`src/rtl/pwm_peripheral.sv`:
```
// pwm_peripheral: prescaled 8-bit PWM driving 16 enable-gated output lines.
// Define PWM_DUTY_SHADOW_EN to latch the duty value once per period.
module pwm_peripheral #(
  parameter int unsigned CLK_DIV = 13
) (
  input  logic        clk,
  input  logic        rst,
  input  logic [7:0]  en_reg_out_7_0,
  input  logic [7:0]  en_reg_out_15_8,
  input  logic [7:0]  en_reg_pwm_7_0,
  input  logic [7:0]  en_reg_pwm_15_8,
  input  logic [7:0]  pwm_duty_cycle,
  output logic [15:0] out,
  output logic        period_start
);

  localparam logic [15:0] DivLast = 16'(CLK_DIV - 1);

  logic [15:0] div_cnt_q, div_cnt_d;
  logic [7:0]  pwm_cnt_q, pwm_cnt_d;
  logic [15:0] out_q, out_d;
  logic        period_start_q, period_start_d;
  logic        tick;
  logic        wrap;
  logic [7:0]  duty_eff;
  logic        pwm_sig;
  logic [15:0] en_out;
  logic [15:0] en_pwm;

  assign tick = (div_cnt_q == DivLast);
  assign wrap = tick && (pwm_cnt_q == 8'hFF);

  assign div_cnt_d = tick ? 16'd0 : div_cnt_q + 16'd1;
  assign pwm_cnt_d = tick ? pwm_cnt_q + 8'd1 : pwm_cnt_q;
  assign period_start_d = wrap;

`ifdef PWM_DUTY_SHADOW_EN
  logic [7:0] duty_q, duty_d;

  // Only the period boundary may change the duty in use.
  assign duty_d = wrap ? pwm_duty_cycle : duty_q;

  always_ff @(posedge clk or posedge rst) begin
    if (rst) begin
      duty_q <= 8'h00;
    end else begin
      duty_q <= duty_d;
    end
  end

  assign duty_eff = duty_q;
`else
  assign duty_eff = pwm_duty_cycle;
`endif

  // 0xFF must mean fully high, which a plain compare cannot reach.
  assign pwm_sig = (duty_eff == 8'hFF) || (pwm_cnt_q < duty_eff);

  assign en_out = {en_reg_out_15_8, en_reg_out_7_0};
  assign en_pwm = {en_reg_pwm_15_8, en_reg_pwm_7_0};
  assign out_d  = en_out & (~en_pwm | {16{pwm_sig}});

  always_ff @(posedge clk or posedge rst) begin
    if (rst) begin
      div_cnt_q      <= 16'd0;
      pwm_cnt_q      <= 8'd0;
      out_q          <= 16'h0000;
      period_start_q <= 1'b0;
    end else begin
      div_cnt_q      <= div_cnt_d;
      pwm_cnt_q      <= pwm_cnt_d;
      out_q          <= out_d;
      period_start_q <= period_start_d;
    end
  end

  assign out          = out_q;
  assign period_start = period_start_q;

endmodule

```
`config.mk`:
```
export PLATFORM = sky130hd
export DESIGN_NAME = pwm_peripheral
export DESIGN_NICKNAME = d
export VERILOG_FILES = /design/src/rtl/pwm_peripheral.sv
export SDC_FILE = /design/constraint.sdc
export NUM_CORES = 1
export LEC_CHECK = 0
export ABC_AREA = 1
export CAP_MARGIN = 10
export CORE_MARGIN = 2
export CORE_UTILIZATION = 25
export DETAILED_ROUTE_END_ITERATION = 8
export PLACE_DENSITY = 0.52
export SYNTH_ARGS = -nofsm -noshare
export SYNTH_HDL_FRONTEND = slang
export SYNTH_SLANG_ARGS = --single-unit
```
`constraint.sdc`:
```
create_clock -name clk -period 2.05 [get_ports clk]
set_clock_uncertainty 0.1 [all_clocks]
set_input_delay 0.41 -clock clk [delete_from_list [all_inputs] [get_ports clk]]
set_output_delay 0.41 -clock clk [all_outputs]
set_load 0.05 [all_outputs]
```
==> reports/results.tsv, run 1 <==
stage	metric	value	unit
logic_synthesis	Syn Inst Count	260	
clock_network	Sink Count	41	
layout	n_diodes	0	
critical_path	reg2reg start	div_cnt_q[0]	
grt	grt met3 use	4.39	%
floorplanning	core footprint	8300	um2
critical_path	CP required	1540	ps
logic_synthesis	Primary FF master, synth	dfrtp_1	
clock_network	Post-CTS Resized	0	
critical_path	critical path's largest stage delay	800	ps
floorplanning	Initial Utilization	26.1	%
clock_network	CTS Buf Count	5	
sta	final period utilization	95.5	%
critical_path	Worst Path Arrival	1450	ps
route	final wirelength	4.36	mm
grt	vias in the first global route	1789	
sta	Max Slew Vio Count	0	
sta	Slew headroom	64.6	%
sta	Final setup viols	0	
clock_network	Clk Latency, worst-skew pair	300	ps
pwr	P per Cell Area	600	nW/um2
critical_path	Critical Path Sink Type	primary output	
clock_network	CTS root buffer	clkbuf_8	
critical_path	number of cells on the critical path	1	
grt	first-pass GRT wire length	7.73	mm
sta	Least-Margin Pin Slew	530	ps
critical_path	R2R setup slack	400	ps
grt	grt ovf	0	
run	max-cap violation count	0	
logic_synthesis	register bit total from synthesis	41	
sta	RSZ-0062 raised after global routing	no	
clock_network	CTS HTree Levels	2	
clock_network	CTS tree	done	
floorplanning	FP Rows	33	
logic_synthesis	Yosys cell types	28	
logic_synthesis	most common cell in the netlist	nand2_1	
route	vias	1764	
clock_network	clk buf depth	2	
clock_network	Reg clk slew, reported paths	90	ps
pwr	maximum vdd drop	0.000312	V
grt	M2 GR Usage	16.9	%
grt	most used routing layer	met2	
layout	nets	380	
logic_synthesis	Netlist Area Pre-Place	2160	um2
route	Final ANT Viol Nets	0	
pwr	Tot Pwr	1840	uW
pwr	Lkg Pwr	0.00160	uW
floorplanning	DIE AREA	9420	um2
critical_path	Crit Path Category	reg2out	
logic_synthesis	largest cells by area after synthesis	dfrtp_1 (47%), nand2_1 (10%), inv_1 (9.4%)	
layout	fraction of layout cells with a size suffix above 1	10.0	%
layout	fin cells	434	
critical_path	Critical Path Start	out[8]	
route	Avg WL per Cell	10.0	um
logic_synthesis	Synth area leader	dfrtp_1	
floorplanning	die width	97.1	um
critical_path	R2R cell count	7	
floorplanning	Die Y	97.1	um
sta	Hold Worst Slack	362	ps
logic_synthesis	Seq/Total Area, Yosys	47.4	%
floorplanning	IO Pins	59	
logic_synthesis	Post-synth ARST share	100	%
layout	Final Core Density	36.8	%
critical_path	CP top delay family	buffers and inverters	
route	DR pass1 iterations	4	
logic_synthesis	Synth Net Count	312	
critical_path	startpoint types	flip-flop	
logic_synthesis	Post-Syn Area per Cell	8.33	um2
sta	fmax	511	MHz
critical_path	CP cell instances	clkdlybuf4s50_1	
layout	area grow syn2layout	41.3	%
route	Vias per Instance	4.06	
place	Inst Count DP	426	
grt	met1 Usage GRT	11.0	%
place	PortBufs	58	
sta	Final min period	1960	ps
clock_network	postcts setup bufs	0	
critical_path	crit-path max FO	1	
place	RD Place Congestion	0.757	
hold_path	Hold Path Class	in2async	
grt	pin count of the biggest net entering global routing	42	
place	dpl hpwl	3.38	mm
critical_path	Slowest-stage cell, CP	clkdlybuf4s50_1	
status	status	finished clean	
critical_path	CP bufs+invs	1	
clock_network	number of hold buffers added after cts	0	
sta	Final Hold Fails	0	
logic_synthesis	EDFF count, synth	0	
logic_synthesis	Post-synth top cells	nand2_1 (60), inv_1 (54), dfrtp_1 (41), nand3_1 (22), nor2_1 (13)	
grt	Total GRT Usage	9.85	%
grt	antenna violations before repair	0	
route	DR iter-0 viols	23	
logic_synthesis	Yosys Warn Count	0	
logic_synthesis	Yosys top cell area share	47.4	%
route	Residual DRC	0	
==> layout by cell type, fill, tap and decap left out, types with 2 or more instances in the layout <==
cell type and n:
buf_4 4, nand2_1 60, clkdlybuf4s50_1 57, clkinv_2 2
nor3_1 4, clkbuf_8 5, xnor2_1 3, nand3_1 22
o21ai_1 7, nor2_1 13, nand4_1 9, dfrtp_1 41
bufinv_16 2, inv_1 54, a21oi_1 3, inv_2 5
nor2_2 2, buf_12 2, nand2_2 4, ha_1 10
xor2_1 10
==> metrics by stage <==
step	TNS (ps)	setup WS [ps]	instance area, um2
2_1_floorplan	0	479	2160
3_3_place_gp	-433	-33.1	2920
3_5_place_dp	-795	-61.9	2920
4_1_cts	0	72.0	3060
5_1_grt	0	34.7	3060
6_report	0	91.6	3060
==> sequential cells by signal, indices dropped and copies added, names as in the netlist <==
register,flops
out,16
period_start,1
pwm_cnt_q,8
div_cnt_q,16
==> power by group <==
group | internal [uW] | switching (uW)
registers | 824 | 4.15
clock network | 484 | 295
logic | 114 | 114
total | 1420 | 413
==> cells by family after synthesis <==
kind of cell    count (synthesis)  share of synthesized area, %
compound gates                 11                          2.66
flops                          41                          47.4
buf+inv                        62                          11.0
xor+xnor                       13                          5.26
simple gates                  123                          27.9
fa+ha+maj                      10                          5.78
==> routing by layer <==
layer	share of wire, %	wire length [um]	vias up
met4	0.67	29	0
met5	0	0	-
met3	9.0	392	4
li1	-	-	929
met1	43	1890	785
met2	47	2040	46
==> final timing paths <==
path | to
setup / recovery | out[8]
hold / removal | out[6]
setup reg to reg | div_cnt_q[14]
hold reg to reg | div_cnt_q[0]
max in group asynchronous | div_cnt_q[8]
min in group clk | div_cnt_q[0]
==> area by class of cell <==
class                           instances  area, um2
Clock inverter                          3       65.1
Sequential cell                        41       1030
Tap cell                              105        131
Fill cell                             821       5240
Timing Repair Buffer                   63        641
Clock buffer                            5       68.8
Inverter                               60        226
Multi-Input combinational cell        157        900
Note: power is estimated with default switching activity, not from simulation.
==> run 2, diff against run 1 <==
Settings changed: CORE_MARGIN 2 to 10, PLACE_DENSITY 0.52 to 0.54.
Clock period 2.05 ns to 1.6 ns, I/O delays scaled along.
==> run 2 against run 1 <==
  * Clock-buffer cell count increased by 2
  * First-iteration DRC count increased to 2.5 times the previous value
  * Utilization increased by 4.9 points
  * Critical path type is now reg2reg
  * Flip-flop and latch count unchanged
  * Largest power group unchanged
==> reports/results.tsv, run 2 (synthesis gave the netlist of run 1 again) <==
stage	metric	value	unit	change
grt	grt met3 use	4.07	%	-0.32 points
pwr	sequential share of power	46.9	%	+1.8 points
pwr	Comb pwr share	15.3	%	+2.9 points
critical_path	reg-to-reg critical path endpoint	out[2]		
route	Vias per Instance	4.10		+0.87%
sta	Least-Margin Pin Slew	297	ps	-233 ps
place	Post-Place Cell Area	3180	um2	+8.7%
clock_network	clk buf depth	2		unchanged
clock_network	Reg clk slew, reported paths	80	ps	about the same
critical_path	startpoint types	flip-flop		
critical_path	Worst Path Arrival	1670	ps	+220 ps
grt	grt ovf	0		unchanged
grt	Total GRT Usage	8.08	%	-1.8 points
pwr	Sw Ratio	23.4	%	+0.85 points
route	vias	1845		+4.6%
floorplanning	FP Rows	33		unchanged
layout	most common cell after layout, fill and taps aside	nand2_1		
layout	fraction of layout cells with a size suffix above 1	27.5	%	+18 points
grt	vias in the first global route	1916		+7.1%
critical_path	CP required	1690	ps	+150 ps
run	max-cap violation count	0		unchanged
layout	nets	396		+4.2%
clock_network	Sink Count	41		unchanged
floorplanning	core footprint	8340	um2	+0.50%
clock_network	CTS HTree Levels	2		unchanged
sta	RSZ-0062 raised after global routing	yes		
clock_network	CTS tree	done		
place	RD Place Congestion	0.783		+3.5%
route	Final ANT Viol Nets	0		unchanged
route	Avg WL per Cell	11.5	um	+15%
floorplanning	die width	113	um	+16%
sta	Max Slew Vio Count	0		unchanged
critical_path	reg2reg start	pwm_cnt_q[7]		
sta	Final Hold Fails	0		unchanged
place	PortBufs	58		unchanged
pwr	P per Cell Area	658	nW/um2	+9.6%
hold_path	Hold Path Class	in2async		
critical_path	Slowest-stage cell, CP	dfrtp_1		
route	DR pass1 iterations	4		unchanged
pwr	Lkg Pwr	0.00179	uW	+11%
grt	pin count of the biggest net entering global routing	42		unchanged
layout	Fill cells	830		+1.1%
floorplanning	Die Y	113	um	+16%
critical_path	number of cells on the critical path	8		+7
grt	met1 Usage GRT	9.02	%	-2.0 points
grt	first-pass GRT wire length	8.69	mm	+12%
layout	FF+latch area	1030	um2	unchanged
grt	most used routing layer	met2		
clock_network	Clk Latency, worst-skew pair	290	ps	about the same
layout	Finished Cell Area	3490	um2	+14%
sta	Final min period	1580	ps	
sta	Post-Route Setup TNS	0	ps	unchanged
pwr	Net Switching	536	uW	+30%
pwr	Tot Pwr	2290	uW	+25%
sta	Hold Worst Slack	281	ps	-80.5 ps
grt	antenna violations before repair	0		unchanged
sta	Final setup viols	0		unchanged
floorplanning	IO Pins	59		unchanged
critical_path	Crit Path Category	reg2reg		
critical_path	CP top delay family	flip-flops		
pwr	clock share of power	37.9	%	-4.5 points
critical_path	R2R setup slack	20	ps	-380 ps
floorplanning	DIE AREA	12800	um2	+36%
critical_path	CP cell instances	ha_1 -> nand2_1 -> o21a_1 -> nand2_4 -> buf_16 -> nand3_2 -> nand2_1 -> inv_1		
critical_path	R2R cell count	8		+1
route	final wirelength	5.19	mm	+19%
layout	multi-input logic area	1040	um2	+15%
clock_network	CTS Buf Count	5		unchanged
layout	n_diodes	0		unchanged
place	dpl hpwl	4.03	mm	+19%
critical_path	crit-path max FO	8		+7
floorplanning	Initial Utilization	26.0	%	-0.13 points
critical_path	CP bufs+invs	2		+1
sta	fmax	634	MHz	
critical_path	most used cell, CP	nand2_1		
route	Residual DRC	0		unchanged
pwr	internal power	1760	uW	+24%
clock_network	CTS root buffer	clkbuf_8		
layout	commonest cells after routing, fill and taps aside	nand2_1 (55), inv_1 (50), dfrtp_1 (41), clkdlybuf4s50_1 (34), buf_12 (19)		
sta	final period utilization	98.6	%	
pwr	maximum vdd drop	0.000324	V	+3.8%
status	status	finished clean		
sta	Slew headroom	80.1	%	+16 points
grt	M2 GR Usage	13.5	%	-3.5 points
critical_path	critical path's largest stage delay	400	ps	-400 ps
route	DR iter-0 viols	58		+150%
layout	area grow syn2layout	61.0	%	
critical_path	Critical Path Sink Type	flip-flop		
-- run 2: final cells by class --
type                       instances  area share [%]
sequential                        41            29.4
clock inverter                     1           0.861
timing repair buffer              79            27.1
tap                              105            3.77
inverter                          60            6.57
clock buffer                       7            2.48
multi-input combinational        157            29.8
-- run 2: routing by layer --
layer | up-vias | part of all wire [%]
met2 | 43 | 48
met5 | - | 0
met3 | 2 | 8.7
li1 | 961 | -
met1 | 839 | 43
met4 | 0 | 0.17
-- run 2: worst min-delay path: cells and delay by family --
family	cells	cell delay, ps
buf+inv	3	720
-- run 2: what timing repair did --
action                                  in CTS  in global routing
gates cloned                                 1                  0
setup buffers                                0                  4
pin swaps                                   19                 24
hold buffers                                 0                  0
gates resized for setup                     25                 16
endpoints found under the setup margin      16                 32
-- run 2: worst max-delay path by stage --
stage / from / end / slack [ps]
after floorplan: pwm_cnt_q[7] / out[10] / 60
after global placement: pwm_duty_cycle[3] / out[10] / -400
after detailed placement: pwm_duty_cycle[3] / out[10] / -440
after CTS: pwm_cnt_q[3] / out[10] / -10
after global routing: div_cnt_q[0] / pwm_cnt_q[3] / -100
final: pwm_cnt_q[7] / out[2] / 20
-- run 2: stage by stage --
step	utilization [%]	cells	setup WS, ps
floorplan	-	260	55.3
global placement	38.1	437	-400
detailed placement	38.1	437	-443
CTS	40.7	446	-10.1
global route	41.8	450	-98.2
finish	41.8	450	21.6
-- run 2: power by group through the flow --
| stage | Combinational [uW] | Sequential (uW) | Clock, uW |
|---|---|---|---|
| 4_1_cts | 352 | 1070 | 897 |
| 3_5_place_dp | 349 | 1100 | 0 |
| 5_1_grt | 376 | 1080 | 949 |
| 6_report | 350 | 1070 | 868 |
| 2_1_floorplan | 49.6 | 1160 | 0 |
| 3_3_place_gp | 346 | 1090 | 0 |
==> run 3, diff against run 2 <==
Settings changed: CORE_MARGIN 10 to not set, CORE_UTILIZATION 25 to 43, GPL_TIMING_DRIVEN set to 0, PLACE_DENSITY 0.54 to 0.8.
==> run 3 against run 2 <==
  * The flow now finishes with violations (setup timing)
  * Hold slack improved by 140 ps
  * Clock-buffer cell count decreased by 2
  * Power decreased by 12%
  * Clock power decreased by 21%
  * Wire length decreased by 8.2%
  * Sequential power about the same
  * Global-route usage increased by 12 points
  * First-iteration DRC count increased by 53%
  * Flip-flop and latch count unchanged
  * Sequential share of layout area increased by 3.4 points
  * Critical path type unchanged
  * Critical endpoint is now out[9]
  * Largest cell class unchanged
==> reports/results.tsv, run 3 (synthesis gave the netlist of run 1 again) <==
stage	metric	value	unit	change
critical_path	R2R cell count	8		unchanged
sta	Final Hold Fails	0		unchanged
clock_network	Reg clk slew, reported paths	90	ps	about the same
run	max-cap violation count	0		unchanged
critical_path	most used cell, CP	nand2_1		
layout	Fill cells	391		-53%
sta	Max Slew Vio Count	0		unchanged
clock_network	Sink Count	41		unchanged
clock_network	CTS root buffer	clkbuf_8		
layout	n_diodes	0		unchanged
layout	Final Core Density	65.4	%	+24 points
clock_network	clk buf depth	2		unchanged
place	dpl hpwl	3.36	mm	-17%
pwr	sequential share of power	52.5	%	+5.6 points
floorplanning	IO Pins	59		unchanged
route	Vias per Instance	4.74		+16%
pwr	maximum vdd drop	0.000440	V	+36%
pwr	Net Switching	538	uW	+0.45%
pwr	P per Cell Area	646	nW/um2	-1.9%
route	final wirelength	4.76	mm	-8.2%
clock_network	Clk Latency, worst-skew pair	300	ps	about the same
floorplanning	Initial Utilization	45.2	%	+19 points
critical_path	CP bufs+invs	2		unchanged
floorplanning	FP Rows	25		-24%
layout	fraction of layout cells with a size suffix above 1	22.1	%	-5.4 points
grt	antenna violations before repair	0		unchanged
route	DR iter-0 viols	89		+53%
place	pre-CTS setup slack	-566	ps	-123 ps
layout	nets	390		-1.5%
floorplanning	die width	73.0	um	-35%
clock_network	CTS HTree Levels	2		unchanged
grt	vias in the first global route	1958		+2.2%
grt	first-pass GRT wire length	8.18	mm	-6.0%
route	Residual DRC	0		unchanged
status	status	finished, violations left		
clock_network	number of hold buffers added after cts	0		unchanged
clock_network	CTS Buf Count	5		unchanged
pwr	Comb pwr share	13.6	%	-1.7 points
critical_path	CP cell instances	ha_1 -> nand2_1 -> o21a_1 -> nand2_4 -> buf_6 -> nand3_2 -> nand2_1 -> inv_1		
sta	fin worst setup slack	-3.97	ps	-25.6 ps
sta	RSZ-0062 raised after global routing	yes		
critical_path	CP required	1700	ps	about the same
sta	Post-Route Setup TNS	-10.4	ps	-10.4 ps
critical_path	critical path's largest stage delay	410	ps	about the same
floorplanning	DIE AREA	5320	um2	-58%
grt	pin count of the biggest net entering global routing	42		unchanged
critical_path	startpoint types	flip-flop		
pwr	Tot Pwr	2020	uW	-12%
sta	Final min period	1600	ps	+25.6 ps
place	Post-Place Cell Area	2830	um2	-11%
pwr	internal power	1480	uW	-16%
pwr	Lkg Pwr	0.00165	uW	-7.6%
critical_path	number of cells on the critical path	8		unchanged
grt	Total GRT Usage	20.3	%	+12 points
critical_path	crit-path max FO	7		-1
critical_path	CP top delay family	flip-flops		
place	PortBufs	58		unchanged
layout	area grow syn2layout	44.6	%	
sta	final period utilization	100	%	+1.6 points
critical_path	Worst Path Arrival	1700	ps	+30 ps
pwr	clock share of power	33.9	%	-4.0 points
place	RD Place Congestion	0.768		-2.0%
sta	Least-Margin Pin Slew	837	ps	+540 ps
critical_path	Crit Path Category	reg2reg		
status	failing checks	setup timing		
layout	most common cell after layout, fill and taps aside	nand2_1		
pwr	Sw Ratio	26.6	%	+3.3 points
route	DR pass1 iterations	4		unchanged
layout	commonest cells after routing, fill and taps aside	nand2_1 (56), inv_1 (50), dfrtp_1 (39), clkdlybuf4s50_1 (34), nand3_1 (16)		
hold_path	Hold Path Class	in2async		
floorplanning	Die Y	73.0	um	-35%
route	Avg WL per Cell	11.7	um	+1.7%
grt	grt ovf	0		unchanged
sta	fmax	623	MHz	-1.6%
critical_path	Critical Path Sink Type	flip-flop		
sta	Final setup viols	3		+3
floorplanning	core footprint	4790	um2	-43%
sta	Slew headroom	44.1	%	-36 points
layout	Finished Cell Area	3130	um2	-10%
clock_network	CTS tree	done		
critical_path	Slowest-stage cell, CP	dfrtp_1		
route	Final ANT Viol Nets	0		unchanged
route	vias	1923		+4.2%
==> run 3: power by group through the flow <==
stage	registers (uW)	logic (uW)	clock network, uW
after floorplan	1160	49.6	0
after global placement	1080	283	0
after detailed placement	1080	288	0
after CTS	1060	273	697
after global routing	1060	299	744
final	1060	274	685
==> run 3: timing repair <==
action | 4_1_cts | 5_1_grt
pin swaps | 16 | 12
endpoints found under the setup margin | 33 | 43
buffers inserted | 7 | 5
gates cloned | 1 | 0
hold endpoints to repair | 0 | 0
gates resized for setup | 40 | 42
==> run 3: through the flow <==
stage | hold WS [ps] | instances
floorplan | 324 | 260
global placement | 393 | 385
detailed placement | 398 | 385
CTS | 409 | 401
global route | 451 | 406
finish | 421 | 406
==> run 3: area by class of cell <==
cell class | count | area [um2] | area share, %
plain buffers | 2 | 16.3 | 0.520
clock buffers | 5 | 68.8 | 2.20
multi-input cells | 157 | 1040 | 33.1
flip-flops and latches | 41 | 1030 | 32.9
inverters | 60 | 226 | 7.24
clock inverters | 3 | 22.5 | 0.720
repair buffers | 71 | 646 | 20.6
well taps | 67 | 83.8 | 2.68
==> run 3: worst paths after layout <==
check	from	endpoint	slack [ps]
max	pwm_cnt_q[7]	out[9]	-4
min	rst	out[13]	420
max reg2reg	pwm_cnt_q[7]	out[9]	-4
min reg2reg	div_cnt_q[11]	div_cnt_q[11]	430
max in group asynchronous	rst	pwm_cnt_q[5]	400
min in group clk	div_cnt_q[11]	div_cnt_q[11]	430
==> run 3: routing by layer <==
layer  wire (um)  track usage [%]  part of all wire (%)  up-vias
met1        1860             22.8                    39      885
li1            -                -                     -      950
met4         136             8.28                   2.9        0
met2        2310             33.2                    49       74
met5           0                0                     0        -
met3         459             9.67                   9.6       14
